### config.mk
export PLATFORM = sky130hd
export DESIGN_NAME = bcd_display_mux
export DESIGN_NICKNAME = d
export VERILOG_FILES = /design/src/rtl/bcd_display_mux.sv
export SDC_FILE = /design/constraint.sdc
export NUM_CORES = 1
export LEC_CHECK = 0
export CORE_AREA = 2 2 65 67
export CTS_BUF_LIST = sky130_fd_sc_hd__clkbuf_8 sky130_fd_sc_hd__clkbuf_16
export DETAILED_ROUTE_END_ITERATION = 16
export DIE_AREA = 0 0 67 69
export GPL_ROUTABILITY_DRIVEN = 0
export HOLD_SLACK_MARGIN = 0.05
export PLACE_DENSITY = 0.9
export SLEW_MARGIN = 40
export SYNTH_ARGS = -nofsm -noshare
export SYNTH_HDL_FRONTEND = slang
export SYNTH_SLANG_ARGS = --single-unit
### constraint.sdc
create_clock -name clk -period 5.3 [get_ports clk]
set_clock_uncertainty 0.1 [all_clocks]
set_input_delay 1.59 -clock clk [delete_from_list [all_inputs] [get_ports clk]]
set_output_delay 1.59 -clock clk [all_outputs]
set_load 0.02 [all_outputs]
### src/rtl/bcd_display_mux.sv
// bcd_display_mux: time-multiplexed 4-digit common-anode 7-segment driver for BCD stopwatch digits
// Ports: clk, reset (sync, active-high); BCD0..BCD3 digits (BCD0 = least significant);
// carry sets a sticky overflow shown on digit 3's decimal point; an/seg/dp are active-low.
// Optional: define BCD_DISPLAY_MUX_LEADING_ZERO_BLANK_EN to suppress leading zeros.
module bcd_display_mux #(
  parameter int REFRESH_DIV  = 100000,
  parameter int BLANK_CYCLES = 1000
) (
  input  logic       clk,
  input  logic       reset,
  input  logic [3:0] BCD0,
  input  logic [3:0] BCD1,
  input  logic [3:0] BCD2,
  input  logic [3:0] BCD3,
  input  logic       carry,
  output logic [3:0] an,
  output logic [6:0] seg,
  output logic       dp
);
  localparam int CW = $clog2(REFRESH_DIV);
  typedef enum logic [1:0] {DIG0, DIG1, DIG2, DIG3} state_t;
  state_t state, state_nxt;
  logic [CW-1:0] cnt;
  logic [15:0] snap;
  logic ovf, wrap, blank, hide, show_dp;
  logic [3:0] digit, an_nxt;
  logic [6:0] seg_dec, seg_nxt;
  logic dp_nxt;
  assign wrap  = cnt == CW'(REFRESH_DIV - 1);
  assign blank = cnt < CW'(BLANK_CYCLES);
  assign digit = snap[{state, 2'b00} +: 4];
  always_ff @(posedge clk) begin
    if (reset) begin
      state <= DIG0;
      cnt   <= '0;
      snap  <= '0;
      ovf   <= 1'b0;
      an    <= 4'b1111;
      seg   <= 7'b1111111;
      dp    <= 1'b1;
    end else begin
      state <= state_nxt;
      cnt   <= wrap ? '0 : cnt + CW'(1);
      // one snapshot per frame keeps all four digits coherent
      if (state == DIG0 && cnt == '0) snap <= {BCD3, BCD2, BCD1, BCD0};
      ovf   <= ovf | carry;
      an    <= an_nxt;
      seg   <= seg_nxt;
      dp    <= dp_nxt;
    end
  end
  always_comb begin
    state_nxt = wrap ? state_t'(state + 2'd1) : state;
  end
  always_comb begin
    case (digit)
      4'd0:    seg_dec = 7'b1000000;
      4'd1:    seg_dec = 7'b1111001;
      4'd2:    seg_dec = 7'b0100100;
      4'd3:    seg_dec = 7'b0110000;
      4'd4:    seg_dec = 7'b0011001;
      4'd5:    seg_dec = 7'b0010010;
      4'd6:    seg_dec = 7'b0000010;
      4'd7:    seg_dec = 7'b1111000;
      4'd8:    seg_dec = 7'b0000000;
      4'd9:    seg_dec = 7'b0010000;
      default: seg_dec = 7'b0111111;
    endcase
  end
`ifdef BCD_DISPLAY_MUX_LEADING_ZERO_BLANK_EN
  assign hide = (state == DIG3 && snap[15:12] == 4'd0) ||
                (state == DIG2 && snap[15:8] == 8'd0) ||
                (state == DIG1 && snap[15:4] == 12'd0);
`else
  assign hide = 1'b0;
`endif
  always_comb begin
    // a blanked digit 3 still lights its anode so the overflow dot stays visible
    show_dp = !blank && state == DIG3 && ovf;
    an_nxt  = blank || (hide && !show_dp) ? 4'b1111 : ~(4'b0001 << state);
    seg_nxt = blank || hide ? 7'b1111111 : seg_dec;
    dp_nxt  = !show_dp;
  end
endmodule

==> metrics.csv <==
stage;metric;value;unit
setup_path;start_kind;input port;
finish;area_growth_syn_to_layout;18.5;%
pwr;power_frac_seq;50.1;%
timing;setup_tns;0;ps
routing;drc;0;
min_path;hp-class;register to register;
routing;post_drt_wl_per_cell;13.4;um
synthesis;syn_area;2190;um2
synthesis;synth_top_area_cell;dfxtp_1;
die;die_area;4620;um2
setup_path;reg2reg_to;snap[0];
setup_path;reg2reg_depth;6;
finish;design_area;2590;um2
synthesis;seq_area_frac_synth;43.9;%
global_routing;grt-ovfl-total;0;
finish;mostFrequentLayoutCells;dfxtp_1 (48), clkdlybuf4s50_1 (30), a21oi_1 (25);
pwr;leakage;0.937;nW
global_routing;grt_max_degree;22;
cts;cts_tree;built;
global_routing;grt_pass1_vias;1570;
timing;max_clock_freq;324;MHz
min_path;worstHoldStart;ovf;
synthesis;synthCells;243;
synthesis;synth_top_cell_area_share;43.9;%
pwr;vdd_drop_max;0.234;mV
finish;final_nets;295;
run_status;status;finished clean;
placement;port_buffers;30;
setup_path;r2r_slack;3100;ps
finish;antennaDiodeCount;0;
setup_path;crit_type;input port to register;
timing;tightest_slew;763;ps
synthesis;async_reset_ff_share;0;%
setup_path;worstPathMaxFanout;21;
finish;layout.cells.most_common;dfxtp_1;
synthesis;ys_types;37;
synthesis;synth_ff_type;dfxtp_1;
timing;finalSetupViolations;0;
synthesis;syn_nets;273;
die;rows;23;
routing;via_count;1746;
timing;maxSlewHeadroom;49.0;%
pwr;p_clk_share;39.6;%
cts;cts_sinks;48;
die;start_util;55.9;%
cts;clock_latency;300;ps
timing;finalHoldViolCount;0;
placement;dp_hpwl;2810;um
placement;place_ws;1680;ps
synthesis;synth.area.top_cells;dfxtp_1 (44%), ha_1 (6.3%), a21oi_1 (5.7%), nand3_1 (5.0%), xor2_1 (4.8%);
pwr;p_int;0.000596;W
timing;slew_viol_final;0;
timing;finalCriticalPeriod;3080;ps
cts;cts_resized;0;
cts;root_buffer;clkbuf_8;
timing;rsz0062_at_grt;false;
pwr;p_switching;0.000165;W
global_routing;antenna_found_initial;0;
synthesis;synth_seq_cells;48;
synthesis;ys_warn_count;0;
setup_path;arrival;3140;ps
finish;multi_input_area;1100;um2
synthesis;synth_edf_count;0;
setup_path;crit_required;5360;ps
global_routing;grt_util_all_layers;19.5;%
cts;clk_pin_slew;80;ps
placement;placed_area;2460;um2
die;ioPinCount;31;
finish;regArea;961;um2
die;die_y;69;um
die;die_x;67;um
cts;postCtsHoldBufs;0;
synthesis;synth.avg_cell_area;9.00;um2
routing;firstDrtPassIters;4;
cts;cts_buffers;5;
cts;h-tree-depth;2;
min_path;hold_depth;1;
pwr;power_density;294;nW/um2
global_routing;grt_pass1_wl;6990;um
routing;drt_wl_total;4220;um
cts;cts_setup_buffers;0;
pwr;p_comb_share;10.3;%
finish;fill_cells;334;
pwr;swShare;21.7;%
timing;layout_setup_ws;2220;ps
routing;ant_nets;0;
routing;drtIter0Drc;63;
min_path;min_to;dp;
flow_run;drv_cap;0;
routing;via_per_inst;5.54;
timing;period_share;58.2;%
setup_path;crit_path_end_kind;register;
cts;clock_path_buffers;2;
setup_path;rr_startpoint;cnt[0];
die;core;3910;um2
finish;drive_gt1_share;6.04;%
## cells by family after synthesis
logic type | share of synthesized area, %
flops | 43.9
buf+inv | 5.95
compound gates | 13.4
fa+ha+maj | 6.29
xor+xnor | 5.21
simple gates | 21.1
mux | 4.12
## critical path, cell delays in order
cell             delay (ps)
clkdlybuf4s50_1         960
o21bai_2                450
nor2_1                  130
## how the worst max path moves through the flow
stage | slack (ps) | endpoint | start | depth (start not counted)
after global routing | 2070 | dp | reset | 3
after floorplan | 2870 | ovf | reset | 3
final | 2220 | cnt[3] | reset | 3
after global placement | 1770 | seg[1] | reset | 3
after CTS | 2020 | dp | reset | 3
after detailed placement | 1680 | dp | reset | 3
## power groups by stage
| stage | logic (W) | clock network [W] | registers (W) |
|---|---|---|---|
| after floorplan | 0.0000568 | 0 | 0.000387 |
| after global placement | 0.0000739 | 0 | 0.000389 |
| after detailed placement | 0.0000765 | 0 | 0.000390 |
| after CTS | 0.0000783 | 0.000304 | 0.000381 |
| after global routing | 0.0000886 | 0.000320 | 0.000383 |
| final | 0.0000781 | 0.000302 | 0.000381 |
## through the flow
step / instances / power, W / util (%) / hold WS (ps)
6_report: 315 / 0.000761 / 66.2 / 328
5_1_grt: 315 / 0.000792 / 66.2 / 365
4_1_cts: 315 / 0.000764 / 66.1 / 328
3_5_place_dp: 308 / 0.000466 / 62.8 / 308
3_3_place_gp: 308 / 0.000463 / 62.8 / 288
2_1_floorplan: 243 / 0.000444 / - / 281
## state kept, by name, summed over array words and instances, names as in the netlist
signal  cells
seg         7
ovf         1
snap       16
an          4
cnt        17
state       2
dp          1
## synthesized netlist by cell type (all sizes together), types with 2 or more instances
master / n
o21ai: 27
buf: 12
nor2: 19
xor2: 12
and4: 5
inv: 10
mux4: 4
nand2: 13
a21oi: 25
nand4: 8
ha: 11
and2: 3
dfxtp: 48
or4: 2
clkbuf: 3
nor3: 3
or2b: 2
or3: 2
nand3: 22
## routing by layer
layer / part of all wire (%) / vias up / global-route usage [%]
li1: - / 886 / -
met1: 44 / 813 / 25.3
met2: 51 / 42 / 31.4
met3: 4.2 / 5 / 5.38
met4: 1.3 / 0 / 5.90
met5: 0 / - / 0
## layout make-up
type | instances | share of cell area [%]
Multi-Input combinational cell | 170 | 42.5
Tap cell | 50 | 2.41
Timing Repair Buffer | 30 | 11.6
Clock inverter | 2 | 2.32
Inverter | 10 | 1.45
Clock buffer | 5 | 2.65
Sequential cell | 48 | 37.1
(Power assumes the default switching activity.)
